==> src/rtl/ram_ctrl_pkg.sv <==
// Shared types and default widths for the RAM port arbiter.
package ram_ctrl_pkg;

  localparam int unsigned AW_DEF = 3;
  localparam int unsigned DW_DEF = 3;

  typedef enum logic {
    RUN   = 1'b0,
    CLEAR = 1'b1
  } state_e;

  typedef enum logic {
    SEL_A = 1'b0,
    SEL_B = 1'b1
  } sel_e;

endpackage

==> src/rtl/ram_port_arbiter_if.sv <==
// Requester, clear-control and RAM-side signals of the two-port RAM arbiter.
interface ram_port_arbiter_if
  import ram_ctrl_pkg::*;
#(
  parameter int unsigned AW = AW_DEF,
  parameter int unsigned DW = DW_DEF
);

  logic          a_req;
  logic          a_we;
  logic [AW-1:0] a_addr;
  logic [DW-1:0] a_wdata;
  logic          a_gnt;
  logic          a_rvalid;
  logic [DW-1:0] a_rdata;

  logic          b_req;
  logic          b_we;
  logic [AW-1:0] b_addr;
  logic [DW-1:0] b_wdata;
  logic          b_gnt;
  logic          b_rvalid;
  logic [DW-1:0] b_rdata;

  logic          clr_req;
  logic          clr_busy;
  logic          clr_done;

  logic          mem_en;
  logic          mem_we;
  logic [AW-1:0] mem_addr;
  logic [DW-1:0] mem_wdata;
  logic [DW-1:0] mem_rdata;

  modport slave (
    input  a_req, a_we, a_addr, a_wdata,
    output a_gnt, a_rvalid, a_rdata,
    input  b_req, b_we, b_addr, b_wdata,
    output b_gnt, b_rvalid, b_rdata,
    input  clr_req,
    output clr_busy, clr_done,
    output mem_en, mem_we, mem_addr, mem_wdata,
    input  mem_rdata
  );

  modport master (
    output a_req, a_we, a_addr, a_wdata,
    input  a_gnt, a_rvalid, a_rdata,
    output b_req, b_we, b_addr, b_wdata,
    input  b_gnt, b_rvalid, b_rdata,
    output clr_req,
    input  clr_busy, clr_done,
    input  mem_en, mem_we, mem_addr, mem_wdata,
    output mem_rdata
  );

endinterface

==> src/rtl/ram_port_arbiter_rr_arb2.sv <==
// Two-way round-robin arbiter: one-hot grant, pointer remembers the last winner.
module rr_arb2
  import ram_ctrl_pkg::*;
(
  input  logic       clk,
  input  logic       rst,
  input  logic [1:0] req,
  input  logic       advance,
  output logic [1:0] gnt
);

  sel_e last_q;

  // Reset to B so that A wins the first contention.
  always_ff @(posedge clk or posedge rst) begin
    if (rst) begin
      last_q <= SEL_B;
    end else if (|gnt) begin
      last_q <= gnt[1] ? SEL_B : SEL_A;
    end
  end

  always_comb begin
    gnt = 2'b00;
    if (advance) begin
      case (req)
        2'b01:   gnt = 2'b01;
        2'b10:   gnt = 2'b10;
        2'b11:   gnt = (last_q == SEL_B) ? 2'b01 : 2'b10;
        default: gnt = 2'b00;
      endcase
    end
  end

endmodule

==> src/rtl/ram_port_arbiter.sv <==
// Shares one synchronous-read RAM port between two requesters and runs a
// full-RAM zero-fill sequence on request.
module ram_port_arbiter
  import ram_ctrl_pkg::*;
#(
  parameter int unsigned AW = AW_DEF,
  parameter int unsigned DW = DW_DEF
)(
  input  logic              clk,
  input  logic              rst,
  ram_port_arbiter_if.slave bus
);

  localparam logic [AW-1:0] LAST_ADDR = '1;

  state_e        state_q, state_d;
  logic [AW-1:0] cnt_q, cnt_d;
  logic [1:0]    gnt;
  logic          a_rv_q, b_rv_q;

  logic          mem_en, mem_we;
  logic [AW-1:0] mem_addr;
  logic [DW-1:0] mem_wdata;
  logic          clr_busy, clr_done;

  rr_arb2 u_arb (
    .clk     (clk),
    .rst     (rst),
    .req     ({bus.b_req, bus.a_req}),
    .advance (state_q == RUN),
    .gnt     (gnt)
  );

  always_ff @(posedge clk or posedge rst) begin
    if (rst) begin
      state_q <= RUN;
      cnt_q   <= '0;
      a_rv_q  <= 1'b0;
      b_rv_q  <= 1'b0;
    end else begin
      state_q <= state_d;
      cnt_q   <= cnt_d;
      a_rv_q  <= gnt[0] & ~bus.a_we;
      b_rv_q  <= gnt[1] & ~bus.b_we;
    end
  end

  // Next state plus the RAM strobe: winner's access in RUN, zero-fill in CLEAR.
  always_comb begin
    state_d   = state_q;
    cnt_d     = cnt_q;
    mem_en    = 1'b0;
    mem_we    = 1'b0;
    mem_addr  = '0;
    mem_wdata = '0;
    clr_busy  = 1'b0;
    clr_done  = 1'b0;
    case (state_q)
      RUN: begin
        if (gnt[0]) begin
          mem_en    = 1'b1;
          mem_we    = bus.a_we;
          mem_addr  = bus.a_addr;
          mem_wdata = bus.a_wdata;
        end else if (gnt[1]) begin
          mem_en    = 1'b1;
          mem_we    = bus.b_we;
          mem_addr  = bus.b_addr;
          mem_wdata = bus.b_wdata;
        end
        if (bus.clr_req) begin
          state_d = CLEAR;
          cnt_d   = '0;
        end
      end
      CLEAR: begin
        clr_busy = 1'b1;
        mem_en   = 1'b1;
        mem_we   = 1'b1;
        mem_addr = cnt_q;
        cnt_d    = cnt_q + AW'(1);
        if (cnt_q == LAST_ADDR) begin
          clr_done = 1'b1;
          state_d  = RUN;
          cnt_d    = '0;
        end
      end
      default: state_d = RUN;
    endcase
  end

  assign bus.a_gnt     = gnt[0];
  assign bus.b_gnt     = gnt[1];
  assign bus.a_rvalid  = a_rv_q;
  assign bus.b_rvalid  = b_rv_q;
  assign bus.a_rdata   = a_rv_q ? bus.mem_rdata : '0;
  assign bus.b_rdata   = b_rv_q ? bus.mem_rdata : '0;
  assign bus.clr_busy  = clr_busy;
  assign bus.clr_done  = clr_done;
  assign bus.mem_en    = mem_en;
  assign bus.mem_we    = mem_we;
  assign bus.mem_addr  = mem_addr;
  assign bus.mem_wdata = mem_wdata;

endmodule

==> src/flat_wrapper.sv <==
// flat-port wrapper written by rule: the top's interface ports become plain ports
module ram_port_arbiter_flat import ram_ctrl_pkg::*;
#(
  parameter int unsigned AW = AW_DEF,
  parameter int unsigned DW = DW_DEF
)
  (clk, rst, bus_a_req, bus_a_we, bus_a_addr, bus_a_wdata, bus_a_gnt, bus_a_rvalid, bus_a_rdata, bus_b_req, bus_b_we, bus_b_addr, bus_b_wdata, bus_b_gnt, bus_b_rvalid, bus_b_rdata, bus_clr_req, bus_clr_busy, bus_clr_done, bus_mem_en, bus_mem_we, bus_mem_addr, bus_mem_wdata, bus_mem_rdata);
  ram_port_arbiter_if #(.AW(AW), .DW(DW)) bus_i ();
  input  logic clk;
  input  logic rst;
  input wire logic [$bits(bus_i.a_req)-1:0] bus_a_req;
  input wire logic [$bits(bus_i.a_we)-1:0] bus_a_we;
  input wire logic [$bits(bus_i.a_addr)-1:0] bus_a_addr;
  input wire logic [$bits(bus_i.a_wdata)-1:0] bus_a_wdata;
  output wire logic [$bits(bus_i.a_gnt)-1:0] bus_a_gnt;
  output wire logic [$bits(bus_i.a_rvalid)-1:0] bus_a_rvalid;
  output wire logic [$bits(bus_i.a_rdata)-1:0] bus_a_rdata;
  input wire logic [$bits(bus_i.b_req)-1:0] bus_b_req;
  input wire logic [$bits(bus_i.b_we)-1:0] bus_b_we;
  input wire logic [$bits(bus_i.b_addr)-1:0] bus_b_addr;
  input wire logic [$bits(bus_i.b_wdata)-1:0] bus_b_wdata;
  output wire logic [$bits(bus_i.b_gnt)-1:0] bus_b_gnt;
  output wire logic [$bits(bus_i.b_rvalid)-1:0] bus_b_rvalid;
  output wire logic [$bits(bus_i.b_rdata)-1:0] bus_b_rdata;
  input wire logic [$bits(bus_i.clr_req)-1:0] bus_clr_req;
  output wire logic [$bits(bus_i.clr_busy)-1:0] bus_clr_busy;
  output wire logic [$bits(bus_i.clr_done)-1:0] bus_clr_done;
  output wire logic [$bits(bus_i.mem_en)-1:0] bus_mem_en;
  output wire logic [$bits(bus_i.mem_we)-1:0] bus_mem_we;
  output wire logic [$bits(bus_i.mem_addr)-1:0] bus_mem_addr;
  output wire logic [$bits(bus_i.mem_wdata)-1:0] bus_mem_wdata;
  input wire logic [$bits(bus_i.mem_rdata)-1:0] bus_mem_rdata;
  assign bus_i.a_req = bus_a_req;
  assign bus_i.a_we = bus_a_we;
  assign bus_i.a_addr = bus_a_addr;
  assign bus_i.a_wdata = bus_a_wdata;
  assign bus_a_gnt = bus_i.a_gnt;
  assign bus_a_rvalid = bus_i.a_rvalid;
  assign bus_a_rdata = bus_i.a_rdata;
  assign bus_i.b_req = bus_b_req;
  assign bus_i.b_we = bus_b_we;
  assign bus_i.b_addr = bus_b_addr;
  assign bus_i.b_wdata = bus_b_wdata;
  assign bus_b_gnt = bus_i.b_gnt;
  assign bus_b_rvalid = bus_i.b_rvalid;
  assign bus_b_rdata = bus_i.b_rdata;
  assign bus_i.clr_req = bus_clr_req;
  assign bus_clr_busy = bus_i.clr_busy;
  assign bus_clr_done = bus_i.clr_done;
  assign bus_mem_en = bus_i.mem_en;
  assign bus_mem_we = bus_i.mem_we;
  assign bus_mem_addr = bus_i.mem_addr;
  assign bus_mem_wdata = bus_i.mem_wdata;
  assign bus_i.mem_rdata = bus_mem_rdata;
  ram_port_arbiter #(.AW(AW), .DW(DW)) u_core (.clk(clk), .rst(rst), .bus(bus_i));
endmodule
==> config.mk <==
export PLATFORM = sky130hd
export DESIGN_NAME = ram_port_arbiter_flat
export DESIGN_NICKNAME = d
export VERILOG_FILES = /design/src/rtl/ram_ctrl_pkg.sv /design/src/rtl/ram_port_arbiter_if.sv /design/src/rtl/ram_port_arbiter_rr_arb2.sv /design/src/rtl/ram_port_arbiter.sv /design/src/flat_wrapper.sv
export SDC_FILE = /design/constraint.sdc
export NUM_CORES = 1
export LEC_CHECK = 0
export ABC_CLOCK_PERIOD_IN_PS = 1700
export CORE_UTILIZATION = 30
export CTS_CLUSTER_DIAMETER = 150
export DETAILED_ROUTE_END_ITERATION = 16
export GPL_ROUTABILITY_DRIVEN = 0
export GPL_TIMING_DRIVEN = 0
export HOLD_SLACK_MARGIN = 0.1
export MAX_ROUTING_LAYER = met4
export PLACE_DENSITY = 0.77
export SLEW_MARGIN = 20
export SYNTH_ARGS = -nofsm -noshare
export SYNTH_HDL_FRONTEND = slang
export SYNTH_SLANG_ARGS = --single-unit
==> constraint.sdc <==
create_clock -name clk -period 1.7 [get_ports clk]
set_input_delay 0.34 -clock clk [delete_from_list [all_inputs] [get_ports clk]]
set_output_delay 0.34 -clock clk [all_outputs]
set_load 0.02 [all_outputs]
# Word-level counts from Yosys, hierarchy flattened
# Index checks and enable logic that the tools add are counted.
[totals]
register_bits = 7
input_bits = 22
output_inout_bits = 20
elab_cells = 43
[op_classes]
add_sub_neg = 1
eq_ne = 5
mux = 26
bitwise = 5
n_reduce_logical = 1
[ops]
columns = ["cell", "count"]
rows = [
  ["$mux W3", 9],
  ["$pmux W3 S2", 2],
  ["$mux W1", 9],
  ["$pmux W1 S2", 3],
  ["$pmux W2 S3", 1],
  ["$eq A2 B2 Y1 const B", 2],
  ["$mux W2", 2],
  ["$add A3 B1 Y3 const B", 1],
  ["$eq A3 B3 Y1 const B", 1],
  ["$not A1 Y1", 3],
  ["$and A1 B1 Y1", 2],
  ["$eq A2 B1 Y1 const B", 1],
  ["$ne A2 B2 Y1 const B", 1],
  ["$reduce_or A2 Y1", 1],
]

# Logic depth before layout (Yosys ltp)
[depth]
ltp_word = 6
mapped_depth = 5
mapped_depth_nobuf = 5

# Modules after synthesis
# Synthesis repeated with hierarchy kept, for this count alone.
[hier_totals]
hier_cells = 61
hier_area_um2 = 515.5
[modules_own_cells]
columns = ["module", "n_inst", "cells_each", "area_each_um2", "seq_area_each_um2"]
rows = [
  ["ram_port_arbiter", 1, 52, 449.2, 150.1],
  ["rr_arb2", 1, 9, 66.3, 26.3],
]

# Worst setup path after synthesis
# No wires, ideal clock.
[synth_path]
path_kind = "register to output"
start = "register u_core.state_q"
end = "output port bus_mem_addr[0]"
arrival_time_ns = 1.268
t_required_ns = 1.360
setup_slack_ns = 0.092
path_stages_with_launch = 4
path_buffers = 0
cell_sequence = "dfrtp_1 > nand2b_2 > a21oi_4 > a221o_1"
[synth_via]
elab_chain_len = 4
[synth_lines]
columns = ["item", "line_no", "source"]
rows = [
  ["from (decl)", "ram_port_arbiter.sv:16", "state_e state_q, state_d;"],
  ["from (signal assigned)", "ram_port_arbiter.sv:41", "state_q <= state_d;"],
  ["$mux W2", "ram_port_arbiter_rr_arb2.sv:25", "if (advance) begin"],
  ["via bus_b_gnt", "flat_wrapper.sv:22", "output wire logic [$bits(bus_i.b_gnt)-1:0] bus_b_gnt;"],
  ["$mux W3", "ram_port_arbiter.sv:65", "end else if (gnt[1]) begin"],
  ["$mux W3", "ram_port_arbiter.sv:60", "if (gnt[0]) begin"],
  ["$pmux W3 S2", "ram_port_arbiter.sv:58", "case (state_q)"],
  ["to (decl)", "flat_wrapper.sv:30", "output wire logic [$bits(bus_i.mem_addr)-1:0] bus_mem_addr;"],
]
# The timed path passes the listed nets, and every way through them passes these cells.

# Worst setup path after layout
[layout_path]
start = "register u_core.u_arb.last_q"
end = "output port bus_mem_addr[0]"
[layout_via]
elab_chain_len = 6
[layout_lines]
columns = ["item", "line_no", "source"]
rows = [
  ["from (decl)", "ram_port_arbiter_rr_arb2.sv:12", "sel_e last_q;"],
  ["from (signal assigned)", "ram_port_arbiter_rr_arb2.sv:19", "last_q <= gnt[1] ? SEL_B : SEL_A;"],
  ["$mux W2 (*)", "ram_port_arbiter_rr_arb2.sv:29", "2'b11: gnt = (last_q == SEL_B) ? 2'b01 : 2'b10;"],
  ["$pmux W2 S3 (*)", "ram_port_arbiter_rr_arb2.sv:26", "case (req)"],
  ["$mux W2 (*)", "ram_port_arbiter_rr_arb2.sv:25", ""],
  ["$mux W3", "ram_port_arbiter.sv:65", ""],
  ["$mux W3 (*)", "ram_port_arbiter.sv:60", ""],
  ["$pmux W3 S2 (*)", "ram_port_arbiter.sv:58", ""],
]
# Mark *: on every way between the ends. The rest lies on a longest branch, timed or not.

==> run_results.csv <==
group,metric,value,unit
run_status,outcome,"complete, but fails checks",
run_status,violations,"setup timing",
critical_path,r2r_end,"u_core.cnt_q[2]",
cts,clk_path_buf_depth,2,
finish,drive_gt1_share,30.8,%
logic_synthesis,synthArstFlopShare,100,%
detailed_routing,remaining_drc_errors,0,
critical_path,critPathLaunchType,"register",
power,powerDensity,1490,nW/um^2
finish,antenna_cells,0,
cts,cts_tree,"done",
timing,slew_headroom,81.3,%
cts,cts.sinks,7,
timing,worstMarginPinSlew,0.281,ns
detailed_routing,vias_per_cell,4.77,
timing,period_share,104,%
power,ir_worst_vdd,0.787,mV
finish,fin_cells,120,
global_route,overflow,0,
global_route,grt_usage,17.6,%
critical_path,slowest_stage,"dfstp_2",
timing,layout_min_cycle_time,1.77,ns
critical_path,cp_cell_sequence,"a21oi_4, a221o_1, buf_6",
placed_design,place_area,921,um^2
floorplan,placementRows,14,
logic_synthesis,synth_top_family_by_area,"simple AND/OR/NAND/NOR gates",
cts,cts.htree.levels,1,
logic_synthesis,ys_seq_elements,7,
logic_synthesis,synth_xor_area_share,0,%
logic_synthesis,yosys-top-cells-count,"10 x and2_1, 7 x nand2_1, 6 x dfrtp_1",
cts,clk_latency,0.26,ns
cts,root_buffer,"clkbuf_4",
critical_path,critPathKind,"reg -> out",
floorplan,io_pins,42,
detailed_routing,vias,572,
logic_synthesis,syn_nets,77,
logic_synthesis,synth_top_cell_by_area,"dfrtp_1",
logic_synthesis,synth_edf_count,0,
floorplan,die-area,1800,um^2
logic_synthesis,synthTopCellsByArea,"dfrtp_1 31%, and2_1 13%, a221o_1 6.1%, a22o_2 6.1%, dfstp_2 5.4%",
cts,path_clk_slew,0.06,ns
timing,finalHoldViolCount,0,
critical_path,crit_fanout,8,
timing,tns,-0.238,ns
finish,fill_cells,139,
critical_path,setup.worst_path.end_class,"primary output",
logic_synthesis,synth.most_common_cell,"and2_1",
timing,drv_slew,0,
logic_synthesis,yosysWarnings,0,
global_route,antenna_found_initial,0,
finish,area_growth,104,%
run,cap_violations,0,
placed_design,dp_cells,110,
logic_synthesis,synth_compound_area_share,21.9,%
global_route,grt_pass1_vias,594,
critical_path,reg2reg_slack,0.63,ns
worst_hold_path,min-delay-path-class,"in -> async",
global_route,grt_max_degree,11,
timing,clock.fmax,0.564,GHz
timing,clock_skew,0.00188,ns
timing,rsz0062_at_grt,"true",
logic_synthesis,syn_inst,53,
timing,setup_viol,6,
logic_synthesis,synthAdderAreaFrac,5.10,%
floorplan,fp.dieH,42.4,um
finish,fin_util,65.5,%
finish,fin_area,998,um^2
detailed_routing,wire_per_inst,12.2,um
logic_synthesis,synthMuxAreaShare,2.04,%
critical_path,required,1.36,ns
cts,numCtsBuffers,3,
critical_path,r2r-start,"u_core.cnt_q[1]",
critical_path,r2r_cells,4,
finish,multiInputGateArea,328,um^2
floorplan,core,1520,um^2
timing,setup_slack,-0.0731,ns
critical_path,cpPeakStageDelay,0.60,ns
logic_synthesis,syn_area_per_cell,9.25,um^2
logic_synthesis,yosysTopAreaCellShare,30.6,%
power,leakage,0.480,nW
finish,ff_latch_area,176,um^2
detailed_routing,wl,1470,um
placed_design,io_buffers,41,
detailed_routing,ant_nets,0,
logic_synthesis,synth_ff_type,"dfrtp_1",
finish,fin_nets,129,
floorplan,start_util,32.2,%
detailed_routing,dr.pass1.iters,4,
logic_synthesis,seq_area_frac_synth,36.0,%
cts,hold_buffers,0,
global_route,grt_pass1_wl,2410,um
detailed_routing,initialDrtViolationCount,9,
logic_synthesis,synth_simple_gate_area_share,32.7,%
floorplan,dieWidth,42.4,um
logic_synthesis,synth_cell_types,21,
critical_path,arrival,1.43,ns
logic_synthesis,syn_area,490,um^2
power breakdown:
group          internal, mW  switching (mW)  total, mW
registers             0.246          0.0810      0.327
logic                 0.546           0.455       1.00
clock network        0.0900          0.0680      0.158
metrics by stage:
stage                     total power, mW  hold slack (ns)  setup slack [ns]
after floorplan                     0.800            0.143            0.0917
after global placement               1.13            0.523            -0.688
after detailed placement             1.15            0.525            -0.710
after CTS                            1.34            0.315            -0.115
after global routing                 1.59            0.366            -0.122
final                                1.49            0.314           -0.0731
what timing repair did:
| action | 4_1_cts | 5_1_grt |
|---|---|---|
| pin swaps | 3 | 7 |
| setup endpoints to repair | 17 | 9 |
| resized for setup | 66 | 11 |
| setup buffers | 3 | 3 |
| hold endpoints to repair | 0 | 0 |
registers in the layout, summed over array words and instances, names as in the netlist:
name and flops:
u_core.bus.b_rvalid 1, u_core.state_q 1, u_core.bus.a_rvalid 1, u_core.u_arb.last_q 1, u_core.cnt_q 3
worst max-delay path by stage:
stage,from,end
global placement,bus_a_req,bus_mem_addr[2]
detailed placement,bus_a_req,bus_mem_addr[2]
global route,u_core.u_arb.last_q,bus_mem_addr[0]
floorplan,u_core.state_q,bus_mem_addr[0]
CTS,u_core.u_arb.last_q,bus_mem_addr[2]
finish,u_core.u_arb.last_q,bus_mem_addr[0]
area by class of cell:
| class | count | share of cell area, % |
|---|---|---|
| repair buffers | 47 | 43.0 |
| multi-input cells | 43 | 32.8 |
| flip-flops and latches | 7 | 17.7 |
| clock buffers | 4 | 2.63 |
| well taps | 16 | 2.01 |
| plain buffers | 1 | 1.13 |
| inverters | 2 | 0.752 |
routing by layer:
| metal | up-vias | wire, um | GRT usage [%] |
|---|---|---|---|
| li1 | 287 | - | - |
| met1 | 250 | 505 | 18.1 |
| met2 | 31 | 800 | 30.5 |
| met3 | 4 | 129 | 4.31 |
| met4 | 0 | 29 | 9.38 |
| met5 | - | 0 | - |
placed cells by master (no fill, tap or decap):
| cell | Yosys | layout |
|---|---|---|
| nor2b_1 | 1 | 1 |
| dfrtp_1 | 6 | 6 |
| nor2b_4 | 0 | 1 |
| a21oi_4 | 1 | 1 |
| a31oi_1 | 1 | 1 |
| buf_2 | 0 | 4 |
| ha_2 | 0 | 1 |
| nand2b_2 | 2 | 1 |
| nor2_4 | 1 | 1 |
| nor2_1 | 1 | 1 |
| mux2i_1 | 1 | 1 |
| dlygate4sd2_1 | 0 | 9 |
| ha_4 | 0 | 1 |
| nor3_1 | 1 | 1 |
| a221o_1 | 3 | 3 |
| buf_6 | 0 | 7 |
| or3_1 | 1 | 1 |
| clkdlybuf4s50_1 | 0 | 21 |
| a22o_2 | 3 | 3 |
| buf_4 | 0 | 7 |
| inv_1 | 2 | 2 |
| clkbuf_4 | 0 | 3 |
| nand2_1 | 7 | 7 |
| o21ai_0 | 5 | 4 |
| dfstp_2 | 1 | 1 |
| and2_1 | 10 | 10 |
| o21ai_1 | 0 | 1 |
| clkbuf_1 | 1 | 1 |
| nand2b_4 | 0 | 1 |
| nand2b_1 | 2 | 2 |
worst max-delay path: cells and delay by family, from the launching register on:
kind            cells  cell delay (ns)
flops               1             0.60
compound gates      2             0.44
buf+inv             1             0.14
kinds of logic after synthesis:
| logic type | count (synthesis) |
|---|---|
| AOI/OAI and AO/OA | 13 |
| and+or+nand+nor | 27 |
| DFF | 7 |
| muxes | 1 |
| buffers and inverters | 3 |
| adders and majority gates | 2 |
Power figures use the tool's default switching activity.
==> edit: new RTL, same flow settings <==
The package constant `DW_DEF` goes from 3 to 6.
--- a/src/rtl/ram_ctrl_pkg.sv
+++ b/src/rtl/ram_ctrl_pkg.sv
@@ -2,7 +2,7 @@
 package ram_ctrl_pkg;
 
   localparam int unsigned AW_DEF = 3;
-  localparam int unsigned DW_DEF = 3;
+  localparam int unsigned DW_DEF = 6;
 
   typedef enum logic {
     RUN   = 1'b0,
Interface: changed (6 resized); port bits go from 42 to 60. No check against the original RTL was run, so the function may have changed too.
==> edit against the unedited design <==
  * The flow still finishes with violations (setup timing)
  * Total power increased by 8.4%
  * Wire length increased by 45%
  * Cell area increased by 27%
  * Synthesized area increased by 11%
  * Clock skew increased by 0.78 ps
  * First-iteration DRC count increased by 11%
  * Worst setup slack got worse by 140 ps
  * Sequential cell count unchanged
  * Critical path depth increased by 1
  * Critical path type unchanged
  * Critical endpoint is now bus_mem_addr[2]
  * Largest cell class unchanged
==> edit: results (changes against the unedited design) <==
metric,value,unit,change
pre-CTS setup slack,-759,ps,was -710 ps
first-pass GRT wire length,3.17,mm,was 2.41 mm
clk tree area frac,0.0208,,was 0.0263
Clock Root Buffer,clkbuf_4,,unchanged
Skew-Pair Late Insertion Delay,260,ps,about the same
clock buffer count,4,,unchanged
multi-input gates,53,,was 43
Syn Nets,96,,was 77
Cell variety after synth,22,,was 21
TritonRoute pass-1 iters,5,,was 4
DR vias/cell,4.82,,was 4.77
PnR worst setup slack,-218,ps,was -73.1 ps
Synth async-reset ratio,1.00,,unchanged
#FFs+latches synth,7,,unchanged
power share of the combinational group,0.708,,was 0.674
syn avg cell area,8.64,µm²,was 9.25 µm²
IO Port Bufs,59,,was 41
placed cell area,0.00117,mm²,was 921 µm²
fraction of area in registers,0.139,,was 0.177
vias in the first global route,699,,was 594
clock network fraction of design power,0.096,,was 0.106
crit-path max cell delay,560,ps,was 600 ps
status,finished with violations,,unchanged
Setup Skew,2.66,ps,was 1.88 ps
list of most frequent post-synthesis cells,"16 x and2_1, 7 x nand2_1, 6 x a22o_1, 6 x dfrtp_1",,"was 10 x and2_1, 7 x nand2_1, 6 x dfrtp_1"
post-synthesis sequential area ratio,0.324,,was 0.360
setup violators final,11,,was 6
crit path DAT,1580,ps,was 1430 ps
failing checks,setup timing,,unchanged
fraction of area in multi-input gates,0.308,,was 0.328
Slew headroom,0.818,,was 0.813
Psw,677,µW,was 604 µW
VDD IR max,821,µV,was 787 µV
inverters,2,,unchanged
Repair and plain buffers,66,,was 48
crit-path max FO,5,,was 8
number of DRC markers in iteration 0,10,,was 9
Fill cells,144,,was 139
Nets,166,,was 129
fraction of area in non-clock buffers,0.501,,was 0.441
top post-synthesis cells by area,"dfrtp_1 28%, and2_1 18%, a22o_1 9.7%, a221o_1 5.5%, dfstp_2 4.8%",,"was dfrtp_1 31%, and2_1 13%, a221o_1 6.1%, a22o_2 6.1%, dfstp_2 5.4%"
Total GRT Usage,0.232,,was 0.176
layout cells sized above 1,0.258,,was 0.308
Routed wire per std cell,13.6,µm,was 12.2 µm
P_leak,0.631,nW,was 0.480 nW
[edit: cell types whose count changed after synthesis, sizes merged]
cell,before,now
and2,10,16
a22o,3,6
and2b,0,1
buf,0,1
nor2b,2,1
[edit: worst paths after layout]
check | end | slack (ps) | start | cells after the start
max in group asynchronous | u_core.u_arb.last_q | 1100 | rst | 2
min in group clk | u_core.u_arb.last_q | 550 | bus_b_req | 3
hold / removal | u_core.cnt_q[0] | 330 | rst | 2
setup reg to reg | u_core.bus.a_rvalid | 520 | u_core.u_arb.last_q | 3
setup / recovery | bus_mem_addr[2] | -220 | u_core.u_arb.last_q | 4
hold reg to reg | u_core.cnt_q[1] | 580 | u_core.cnt_q[1] | 2
[edit: kinds of logic after synthesis]
kind of cell	count (synthesis)	synth area share
buffers and inverters	4	0.0414
multiplexers	1	0.0184
AO/OA/AOI/OAI	16	0.218
flip-flops	7	0.324
adder cells (fa/ha/maj)	2	0.0460
AND/OR/NAND/NOR	33	0.352
[edit: per-layer routing]
layer	global-route usage	wire (µm)
met1	0.251	795
met5	-	0
met3	0.0531	165
met4	0.0909	17
met2	0.406	1150
[edit: per-stage QoR]
| step | utilization | std cells | setup TNS (ps) |
|---|---|---|---|
| global placement | 0.683 | 147 | -10360 |
| finish | 0.741 | 157 | -1850 |
| floorplan | - | 63 | 0 |
| detailed placement | 0.683 | 147 | -11130 |
| global route | 0.741 | 157 | -2510 |
| CTS | 0.716 | 157 | -1980 |
[edit: timing repair]
item | 4_1_cts | 5_1_grt
resized for setup | 97 | 11
setup endpoints to repair | 26 | 16
buffers inserted | 4 | 0
pin swaps | 7 | 6
cloned | 2 | 0
[edit: worst max-delay path, delay by kind of cell (launching register included)]
family | cells | cell delay, ps
AOI/OAI and AO/OA | 1 | 200
and+or+nand+nor | 2 | 440
DFF | 1 | 560
buffers and inverters | 1 | 120
